==> config.mk <==
export PLATFORM = sky130hd
export DESIGN_NAME = hex_display_ctrl
export DESIGN_NICKNAME = d
export VERILOG_FILES = /design/src/rtl/hex_disp_pkg.sv /design/src/rtl/hex_seg_decode.sv /design/src/rtl/hex_display_ctrl.sv
export SDC_FILE = /design/constraint.sdc
export NUM_CORES = 1
export LEC_CHECK = 0
export BUFFER_PORTS_ARGS = -buffer_cell sky130_fd_sc_hd__buf_4
export CORE_ASPECT_RATIO = 0.7
export CORE_MARGIN = 1
export CORE_UTILIZATION = 55
export DETAILED_ROUTE_END_ITERATION = 8
export PLACE_DENSITY_LB_ADDON = 0.12
export SYNTH_ARGS = -nofsm -noshare
export SYNTH_HDL_FRONTEND = slang
export SYNTH_SLANG_ARGS = --single-unit
==> constraint.sdc <==
create_clock -name clk -period 3.2 [get_ports clk]
set_clock_uncertainty 0.1 [all_clocks]
set_input_delay 0.64 -clock clk [delete_from_list [all_inputs] [get_ports clk]]
set_output_delay 0.64 -clock clk [all_outputs]
set_load 0.05 [all_outputs]
==> src/rtl/hex_disp_pkg.sv <==
`default_nettype none
// ============================================================================
// Module   : hex_disp_pkg
// Brief    : Shared types and segment constants for the hex display controller.
// Revision : 1.0 - initial release
// ============================================================================
package hex_disp_pkg;

    localparam logic [6:0] SEG_BLANK = 7'b1111111;
    localparam logic [6:0] SEG_DASH  = 7'b0111111;

    // One displayed digit: nibble plus override flags (blank wins over dash)
    typedef struct packed {
        logic       blank;
        logic       dash;
        logic [3:0] val;
    } digit_code_t;

    typedef enum logic [1:0] {
        IDLE    = 2'd0,
        CONVERT = 2'd1,
        UPDATE  = 2'd2
    } state_t;

endpackage
`default_nettype wire

==> src/rtl/hex_seg_decode.sv <==
`default_nettype none
// ============================================================================
// Module   : hex_seg_decode
// Brief    : Digit code to active-low 7-segment pattern, bit order g..a.
// Revision : 1.0 - initial release
// ============================================================================
module hex_seg_decode
    import hex_disp_pkg::*;
(
    input  digit_code_t i_code,
    output logic [6:0]  o_seg
);

    always_comb begin
        o_seg = SEG_BLANK;
        if (i_code.blank) begin
            o_seg = SEG_BLANK;
        end else if (i_code.dash) begin
            o_seg = SEG_DASH;
        end else begin
            case (i_code.val)
                4'h0: o_seg = 7'b1000000;
                4'h1: o_seg = 7'b1111001;
                4'h2: o_seg = 7'b0100100;
                4'h3: o_seg = 7'b0110000;
                4'h4: o_seg = 7'b0011001;
                4'h5: o_seg = 7'b0010010;
                4'h6: o_seg = 7'b0000010;
                4'h7: o_seg = 7'b1111000;
                4'h8: o_seg = 7'b0000000;
                4'h9: o_seg = 7'b0011000;
                4'hA: o_seg = 7'b0001000;
                4'hB: o_seg = 7'b0000011;
                4'hC: o_seg = 7'b1000110;
                4'hD: o_seg = 7'b0100001;
                4'hE: o_seg = 7'b0000110;
                4'hF: o_seg = 7'b0001110;
                default: o_seg = SEG_BLANK;
            endcase
        end
    end

endmodule
`default_nettype wire

==> src/rtl/hex_display_ctrl.sv <==
`default_nettype none
// ============================================================================
// Module   : hex_display_ctrl
// Brief    : Multi-digit active-low 7-segment controller, hex or decimal
//            (double-dabble) with LZ suppression, enables, blink, overflow.
// Revision : 1.0 - initial release
// ============================================================================
module hex_display_ctrl
    import hex_disp_pkg::*;
#(
    parameter int NUM_DIGITS = 6,
    parameter int BLINK_HALF = 25_000_000
) (
    input  logic                      clk,
    input  logic                      reset,
    input  logic                      load,
    input  logic [4*NUM_DIGITS-1:0]   value,
    input  logic                      dec_mode,
    input  logic                      lz_suppress,
    input  logic [NUM_DIGITS-1:0]     digit_en,
    input  logic [NUM_DIGITS-1:0]     blink_mask,
    output logic [7*NUM_DIGITS-1:0]   HEX,
    output logic                      busy,
    output logic                      overflow
);

    localparam int W          = 4 * NUM_DIGITS;
    localparam int CONV_CNT_W = $clog2(W);
    localparam int BLK_W      = (BLINK_HALF > 1) ? $clog2(BLINK_HALF) : 1;

    localparam logic [CONV_CNT_W-1:0] CONV_LAST = CONV_CNT_W'(W - 1);
    localparam logic [BLK_W-1:0]      BLK_LAST  = BLK_W'(BLINK_HALF - 1);

    state_t                         state_q, state_d;
    logic [CONV_CNT_W-1:0]          cnt_q, cnt_d;
    logic [W-1:0]                   bin_q, bin_d;
    logic [W-1:0]                   bcd_q, bcd_d;
    logic [W-1:0]                   bcd_adj;
    logic                           ovf_acc_q, ovf_acc_d;
    logic                           dec_q, dec_d;
    logic                           lz_q, lz_d;
    logic [NUM_DIGITS-1:0]          en_pend_q, en_pend_d;
    logic [NUM_DIGITS-1:0]          mask_pend_q, mask_pend_d;
    logic [NUM_DIGITS-1:0]          en_q, en_d;
    logic [NUM_DIGITS-1:0]          mask_q, mask_d;
    digit_code_t [NUM_DIGITS-1:0]   digits_q, digits_d, digits_upd;
    logic                           overflow_q, overflow_d;
    logic [7*NUM_DIGITS-1:0]        hex_q, hex_d;
    logic [BLK_W-1:0]               blink_cnt_q, blink_cnt_d;
    logic                           phase_q, phase_d;
    logic [W-1:0]                   src;
    logic                           ovf_show;

    // Add-3 correction applied to every BCD digit before the shift
    always_comb begin
        bcd_adj = bcd_q;
        for (int i = 0; i < NUM_DIGITS; i++) begin
            if (bcd_q[4*i +: 4] >= 4'd5) begin
                bcd_adj[4*i +: 4] = bcd_q[4*i +: 4] + 4'd3;
            end
        end
    end

    // Any bit shifted out of the top digit means value >= 10^NUM_DIGITS
    always_comb begin
        state_d     = state_q;
        cnt_d       = cnt_q;
        bin_d       = bin_q;
        bcd_d       = bcd_q;
        ovf_acc_d   = ovf_acc_q;
        dec_d       = dec_q;
        lz_d        = lz_q;
        en_pend_d   = en_pend_q;
        mask_pend_d = mask_pend_q;
        en_d        = en_q;
        mask_d      = mask_q;
        digits_d    = digits_q;
        overflow_d  = overflow_q;
        case (state_q)
            IDLE: begin
                if (load) begin
                    bin_d       = value;
                    bcd_d       = '0;
                    ovf_acc_d   = 1'b0;
                    cnt_d       = '0;
                    dec_d       = dec_mode;
                    lz_d        = lz_suppress;
                    en_pend_d   = digit_en;
                    mask_pend_d = blink_mask;
                    state_d     = dec_mode ? CONVERT : UPDATE;
                end
            end
            CONVERT: begin
                bcd_d     = {bcd_adj[W-2:0], bin_q[W-1]};
                bin_d     = {bin_q[W-2:0], 1'b0};
                ovf_acc_d = ovf_acc_q | bcd_adj[W-1];
                cnt_d     = cnt_q + CONV_CNT_W'(1);
                if (cnt_q == CONV_LAST) begin
                    state_d = UPDATE;
                end
            end
            UPDATE: begin
                digits_d   = digits_upd;
                en_d       = en_pend_q;
                mask_d     = mask_pend_q;
                overflow_d = ovf_show;
                state_d    = IDLE;
            end
            default: state_d = IDLE;
        endcase
    end

    assign src      = dec_q ? bcd_q : bin_q;
    assign ovf_show = dec_q & ovf_acc_q;

    // Dashes count as significant digits, so overflow disables zero blanking
    always_comb begin
        logic lead;
        digits_upd = '0;
        lead       = lz_q;
        for (int i = NUM_DIGITS - 1; i >= 0; i--) begin
            digits_upd[i].val  = src[4*i +: 4];
            digits_upd[i].dash = ovf_show;
            if (lead && !ovf_show && (i != 0) && (src[4*i +: 4] == 4'd0)) begin
                digits_upd[i].blank = 1'b1;
            end else begin
                lead = 1'b0;
            end
        end
    end

    always_comb begin
        if (blink_cnt_q == BLK_LAST) begin
            blink_cnt_d = '0;
            phase_d     = ~phase_q;
        end else begin
            blink_cnt_d = blink_cnt_q + BLK_W'(1);
            phase_d     = phase_q;
        end
    end

    // Display is built from the next latch contents so an update shows one cycle after UPDATE
    for (genvar g = 0; g < NUM_DIGITS; g++) begin : g_digit
        digit_code_t shown;

        always_comb begin
            shown = digits_d[g];
            if (!en_d[g] || (mask_d[g] && phase_q)) begin
                shown.blank = 1'b1;
            end
        end

        hex_seg_decode u_dec (
            .i_code (shown),
            .o_seg  (hex_d[7*g +: 7])
        );
    end

    always_ff @(posedge clk) begin
        if (reset) begin
            state_q     <= IDLE;
            cnt_q       <= '0;
            bin_q       <= '0;
            bcd_q       <= '0;
            ovf_acc_q   <= 1'b0;
            dec_q       <= 1'b0;
            lz_q        <= 1'b0;
            en_pend_q   <= '0;
            mask_pend_q <= '0;
            en_q        <= '0;
            mask_q      <= '0;
            digits_q    <= '0;
            overflow_q  <= 1'b0;
            hex_q       <= '1;
            blink_cnt_q <= '0;
            phase_q     <= 1'b0;
        end else begin
            state_q     <= state_d;
            cnt_q       <= cnt_d;
            bin_q       <= bin_d;
            bcd_q       <= bcd_d;
            ovf_acc_q   <= ovf_acc_d;
            dec_q       <= dec_d;
            lz_q        <= lz_d;
            en_pend_q   <= en_pend_d;
            mask_pend_q <= mask_pend_d;
            en_q        <= en_d;
            mask_q      <= mask_d;
            digits_q    <= digits_d;
            overflow_q  <= overflow_d;
            hex_q       <= hex_d;
            blink_cnt_q <= blink_cnt_d;
            phase_q     <= phase_d;
        end
    end

    assign HEX      = hex_q;
    assign busy     = (state_q != IDLE);
    assign overflow = overflow_q;

endmodule
`default_nettype wire

==> results of run 1 <==
-- power groups by stage --
stage | clock (mW) | sequential [mW] | combinational [mW]
6_report | 2.05 | 2.46 | 0.671
4_1_cts | 2.08 | 2.46 | 0.668
3_3_place_gp | 0 | 2.51 | 0.651
3_5_place_dp | 0 | 2.51 | 0.660
2_1_floorplan | 0 | 2.52 | 0.448
5_1_grt | 2.19 | 2.47 | 0.735
-- flip-flops by register name (all words and copies together) (netlist names) --
register / count
bcd_q: 24
overflow: 1
en_q: 6
mask_q: 6
state_q: 2
en_pend_q: 6
dec_q: 1
blink_cnt_q: 25
HEX: 42
bin_q: 24
ovf_acc_q: 1
digits_q: 36
mask_pend_q: 6
phase_q: 1
cnt_q: 5
lz_q: 1
-- cell usage after synthesis, types with 11 or more instances --
library cell	number
buf_2	12
ha_1	44
nand2b_1	17
nor2_1	144
o21ai_0	43
inv_1	40
nor3_1	41
xor2_1	21
clkbuf_1	35
nand4_1	11
xnor2_1	16
a21oi_1	69
mux2_2	31
nand2_1	83
and2_1	14
nand3_1	55
mux2i_1	43
dfxtp_1	187
-- cells by family after synthesis --
group / synth area share
AOI/OAI and AO/OA: 0.1374
xor gates and xnor gates: 0.03558
adders and majority gates: 0.06045
buffers and inverters: 0.04369
DFF: 0.4110
muxes: 0.1022
and+or+nand+nor: 0.2096
-- per-stage QoR --
stage	total power [mW]	std cells	setup slack, ns	cell area, um^2
final	5.187	1365	0.3917	10580
after global routing	5.389	1365	0.2189	10580
after CTS	5.213	1365	0.4215	10580
after detailed placement	3.172	1333	0.5026	10010
after global placement	3.164	1333	0.5404	10010
after floorplan	2.969	1054	0.4588	9107
-- worst max-delay path, cell delays in order, from the launching register on --
cell and delay, ns:
dfxtp_1 0.33, buf_4 0.33, mux2_2 0.38, mux2i_1 0.52
inv_1 0.15, ha_1 0.30, inv_1 0.13, o21ai_0 0.10
o21ai_0 0.22, o211ai_1 0.10
-- metal layers --
metal	vias up	share of wire	routed length, um	GRT usage
met5	-	0	0	0
li1	3833	-	-	-
met2	194	0.42	8776	0.3788
met3	10	0.051	1064	0.04927
met1	3464	0.52	10770	0.3736
met4	0	0.0074	154	0.05742
-- layout make-up --
type / instances / area (um^2)
Clock inverter: 11 / 108.9
Tap cell: 220 / 275.3
Fill cell: 1330 / 5253
Sequential cell: 187 / 3744
Timing Repair Buffer: 115 / 863.3
Multi-Input combinational cell: 771 / 4979
Clock buffer: 21 / 460.4
Inverter: 40 / 150.1
-- path summary, 6_finish.rpt --
path	depth (start not counted)	slack, ns	endpoint
setup / recovery	9	0.39	HEX[10]$_SDFF_PP1_
hold reg to reg	2	0.36	en_pend_q[1]$_SDFFE_PP0P_
hold / removal	3	0.35	en_pend_q[2]$_SDFFE_PP0P_
setup reg to reg	9	0.39	HEX[10]$_SDFF_PP1_
==> metrics.md, run 1 <==
| Metric | Value |
|---|---|
| Status | `finished, final reports clean` |
| Crit end category | `flop` |
| Die extent in x | `approximately 160 um` |
| CTS tree | `done` |
| Cell taking the most area after synthesis | `dfxtp_1` |
| Hold Crit Class | `in -> reg` |
| Worst Setup SP | `dec_q$_SDFFE_PP0P_` |
| Sw Pwr | `1.400 mW` |
| Actual slew at the worst max-slew pin | `0.7286 ns` |
| Remaining antenna violation count | `0` |
| Root Driver | `clkbuf_16` |
| Crit Path Max Fanout | `24` |
| Worst-Skew Late Latency | `0.44 ns` |
| Vias in the first global route | `a little under 7,000` |
| Synth area leaders | `dfxtp_1 (41%), ha_1 (6.0%), nor2_1 (5.9%), mux2i_1 (4.7%), mux2_2 (3.8%)` |
| Max VDD drop | `between 0.0003 and 0.0004 V` |
| Post-synth top area share | `0.4110` |
| Fin crit period | `2.808 ns` |
| Synth Flop Type | `dfxtp_1` |
| Hold path startpoint | `digit_en[2]` |
| All-Layer GR Usage | `0.2530` |
| Final core occ | `0.6682` |
| Post_cts resized | `0` |
| FP Rows | `38` |
| Ys async rst share | `0` |
| Drt wl/cell | `15.21 um` |
| Clk slew on worst S/H paths | `0.07 ns` |
| Setup TNS | `0 ns` |
| Post-CTS Setup Inserts | `0` |
| Vias per cell | `approximately 5.5` |
| Nets | `around 1,200` |
| Ant diodes | `0` |
| First-pass GRT wire length | `33,800 um` |
| Routed wire length | `20,760 um` |
| Reg2reg start | `dec_q$_SDFFE_PP0P_` |
| Layout cell share with drive strength beyond 1 | `0.1694` |
| Worst path arrival time | `roughly 3.0 ns` |
| Logic pwr share | `0.129` |
| Core area | `15,830 um^2` |
| Port bufs | `84` |
| Final hold vios | `0` |
| Max Cap Viol | `0` |
| Total grt overflow | `0` |
| Slew HR | `0.5004` |
| Critical Path Source Type | `flop` |
| Vias post-DR | `7,501` |
| Starting Density | `0.5752` |
| Final Max Tran Viols | `0` |
| Commonest non-fill, non-tap cells in the layout | `dfxtp_1 (187), nor2_1 (144), buf_4 (115)` |
| Initial DRC count | `425` |
| Syn Area/Cell | `8.641 um^2` |
| CTS Sinks | `187` |
| Most common library cell in the layout ignoring fill and taps | `dfxtp_1` |
| DP Wirelength | `~14,000 um` |
| Seq/Total Area, Yosys | `0.4110` |
| CTS max path bufs | `2` |
| Htree depth | `4` |
| Setup repair after global routing missed its margin | `false` |
| Hold buffer count at cts | `0` |
| P per Cell Area | `490.2 nW/um^2` |
| CP Class | `reg -> reg` |
| Die Area | `roughly 17,000 um^2` |
| Reg power frac | `0.475` |
| Largest net degree at the start of global routing | `42` |
| Syn Nets | `1,139` |
| Chip Height | `109.7 um` |
| Synth warn | `0` |
| Mapped Area | `about 9100 um^2` |
| CP Data Required Time | `3.39 ns` |
| 1st-pass router iterations | `5` |
| Minimum hold slack | `about 0.35 ns` |
| Area grow syn2layout | `16.17%` |
| Internal power | `around 3.8 mW` |
| Setup violators final | `0` |
| Drt drc | `0` |
| LEAKAGE | `4.189 nW` |
| Post-synth EDFFs | `0` |
| Total CTS buffers | `17` |
| Switching Share | `0.2700` |
| GP Congestion | `0.8545` |
| Clock share of power | `0.396` |
| Initial antenna violation count | `0` |
| IO Pins | `85` |
| Synth Instances | `1,054` |
| #FFs+latches synth | `187` |
| Period utilization | `0.8776` |
| Unique cell type count in the Yosys netlist | `a little under 70` |
| F_max | `0.3561 GHz` |
(Power assumes the default switching activity.)
==> run 2: changes to the inputs <==
Settings changed: CORE_UTILIZATION 55 to 60, PLACE_DENSITY set to 0.83, PLACE_DENSITY_LB_ADDON 0.12 to not set.
==> metrics.md, run 2 (same netlist as run 1, synthesis figures left out) <==
| Metric | Value |
|---|---|
| Status | `finished, final reports clean (unchanged)` |
| Crit-path most repeated cell | `mux2i_1` |
| Drt drc | `0 (unchanged)` |
| Total grt overflow | `0 (unchanged)` |
| Vias post-DR | `7,816 (was 7,501)` |
| 1st-pass router iterations | `6 (was 5)` |
| IO Pins | `85 (unchanged)` |
| Ant diodes | `0 (unchanged)` |
| Vias in the first global route | `7,295 (was 6,772)` |
| Hold Crit Class | `in -> reg (unchanged)` |
| Crit path cell chain | `nor2b_4, buf_4, mux2i_1, inv_1, ha_1, mux2i_1, o21ai_1, a211o_1 (was buf_4, mux2_2, mux2i_1, inv_1, ha_1, inv_1, o21ai_0, o21ai_0, o211ai_1)` |
| M3 GR Usage | `0.05808 (was 0.04927)` |
| Hold buffer count at cts | `0 (unchanged)` |
| Crit end category | `flop (unchanged)` |
| Period utilization | `0.8809 (was 0.8776)` |
| Core area | `14,770 um^2 (was 15,830 um^2)` |
| Initial DRC count | `676 (was 425)` |
| Total power | `5.260 mW (was 5.187 mW)` |
| Gr busiest metal | `met2 (unchanged)` |
| FP Rows | `37 (was 38)` |
| Htree depth | `4 (unchanged)` |
| Setup TNS | `0 ns (unchanged)` |
| Initial antenna violation count | `0 (unchanged)` |
| GR Util met2 | `0.4346 (was 0.3788)` |
| Commonest non-fill, non-tap cells in the layout | `dfxtp_1 (187), nor2_1 (144), buf_4 (105) (was dfxtp_1 (187), nor2_1 (144), buf_4 (115))` |
| Worst path arrival time | `3.05 ns (was 3.00 ns)` |
| Nets | `1,209 (was 1,217)` |
| Setup repair after global routing missed its margin | `false (unchanged)` |
| CTS max path bufs | `2 (unchanged)` |
| Die extent in x | `149.3 um (was 155.8 um)` |
| Vias per cell | `5.868 (was 5.495)` |
| Setup violators final | `0 (unchanged)` |
| Final Max Tran Viols | `0 (unchanged)` |
| Starting Density | `0.6167 (was 0.5752)` |
| Total CTS buffers | `17 (unchanged)` |
| Critical Path Source Type | `flop (unchanged)` |
| Max incr delay on CP | `0.50 ns (was 0.52 ns)` |
| GP Congestion | `0.8561 (was 0.8545)` |
| LEAKAGE | `4.163 nW (was 4.189 nW)` |
| Worst-Skew Late Latency | `0.44 ns (about the same)` |
| CP Data Required Time | `3.43 ns (was 3.39 ns)` |
| Non-filler instance count after layout | `1,332 (was 1,365)` |
| Minimum hold slack | `0.3492 ns (was 0.3500 ns)` |
| Layout cell share with drive strength beyond 1 | `0.1653 (was 0.1694)` |
| Chip Height | `105.1 um (was 109.7 um)` |
| CTS Sinks | `187 (unchanged)` |
| DP Wirelength | `14,520 um (was 14,320 um)` |
| Max reg flops | `42 (unchanged)` |
| Placement Setup Slack | `0.4632 ns (was 0.5026 ns)` |
| Max Cap Viol | `0 (unchanged)` |
| Most common library cell in the layout ignoring fill and taps | `dfxtp_1 (unchanged)` |
| Area grow syn2layout | `15.66% (was 16.17%)` |
| All-Layer GR Usage | `0.2837 (was 0.2530)` |
| Root Driver | `clkbuf_16 (unchanged)` |
| CP Class | `reg -> reg (unchanged)` |
| Remaining antenna violation count | `0 (unchanged)` |
| First-pass GRT wire length | `35,610 um (was 33,800 um)` |
| Dpl cells | `1,300 (was 1,333)` |
| Drt wl/cell | `16.27 um (was 15.21 um)` |
| Met1 usage | `0.3982 (was 0.3736)` |
| F_max | `0.3548 GHz (was 0.3561 GHz)` |
| CTS tree | `done (unchanged)` |
| Port bufs | `84 (unchanged)` |
| Crit Path Max Fanout | `12 (was 24)` |
| Actual slew at the worst max-slew pin | `1.007 ns (was 0.7286 ns)` |
| Clk slew on worst S/H paths | `0.07 ns (about the same)` |
| Post-CTS Setup Inserts | `0 (unchanged)` |
| Final hold vios | `0 (unchanged)` |
| Slew HR | `0.3093 (was 0.5004)` |
| Fin crit period | `2.819 ns (was 2.808 ns)` |
| Largest net degree at the start of global routing | `59 (was 42)` |
| CP max-delay cell | `mux2i_1 (unchanged)` |
| Routed wire length | `21,670 um (was 20,760 um)` |
| Final critical-path setup slack | `0.3812 ns (was 0.3917 ns)` |
| P per Cell Area | `499.3 nW/um^2 (was 490.2 nW/um^2)` |
| Die Area | `15,680 um^2 (was 17,090 um^2)` |
| Post_cts resized | `0 (unchanged)` |
| Max VDD drop | `0.0003621 V (was 0.0003894 V)` |
==> run 2: cell types whose count changed in the layout (fill, tap and decap cells not counted) <==
| cell | delta |
|---|---|
| buf_12 | +2 |
| clkbuf_1 | -2 |
| clkinvlp_4 | +2 |
| clkinv_4 | -1 |
| clkinv_2 | -2 |
| buf_4 | -10 |
| clkbuf_8 | -1 |
| inv_8 | +4 |
==> run 2: final timing paths <==
path,startpoint,to,slack (ns),depth (start not counted)
hold / removal,blink_mask[4],mask_pend_q[4]$_SDFFE_PP0P_,0.35,3
hold reg to reg,mask_pend_q[5]$_SDFFE_PP0P_,mask_pend_q[5]$_SDFFE_PP0P_,0.36,2
setup / recovery,state_q[1]$_SDFFE_PP0P_,HEX[41]$_SDFF_PP1_,0.38,8
setup reg to reg,state_q[1]$_SDFFE_PP0P_,HEX[41]$_SDFF_PP1_,0.38,8
==> run 2: routing by layer <==
metal  part of all wire  vias to the layer above
met1               0.47                     3697
met2               0.46                      278
li1                   -                     3804
met5                  0                        -
met3              0.057                       37
met4              0.015                        0
==> run 2: cell type report <==
class                   instances  area (um^2)
repair buffers                107        828.3
clock inverters                14        150.1
inverters                      40        150.1
multi-input cells             771         4979
flip-flops and latches        187         3744
clock buffers                  18        439.2
fillers                      1072         4234
well taps                     195        244.0
==> run 2: worst max-delay path, delay by kind of cell, from the launching register on <==
family | cells | cell delay [ns]
AO/OA/AOI/OAI | 2 | 0.37
adder cells (fa/ha/maj) | 1 | 0.26
buffers and inverters | 2 | 0.44
flip-flops | 1 | 0.45
multiplexers | 2 | 0.65
AND/OR/NAND/NOR | 1 | 0.43
==> run 2: stage by stage <==
step / util / instance area, um^2
finish: 0.7133 / 10530
floorplan: - / 9107
detailed placement: 0.6734 / 9945
CTS: 0.7133 / 10530
global placement: 0.6734 / 9945
global route: 0.7133 / 10530
==> run 2: report_power, final <==
part	switching, mW	internal [mW]	total, mW	leakage [nW]
combinational	0.418	0.260	0.679	2.36
sequential	0.0585	2.40	2.46	1.52
clock	0.997	1.13	2.12	0.282
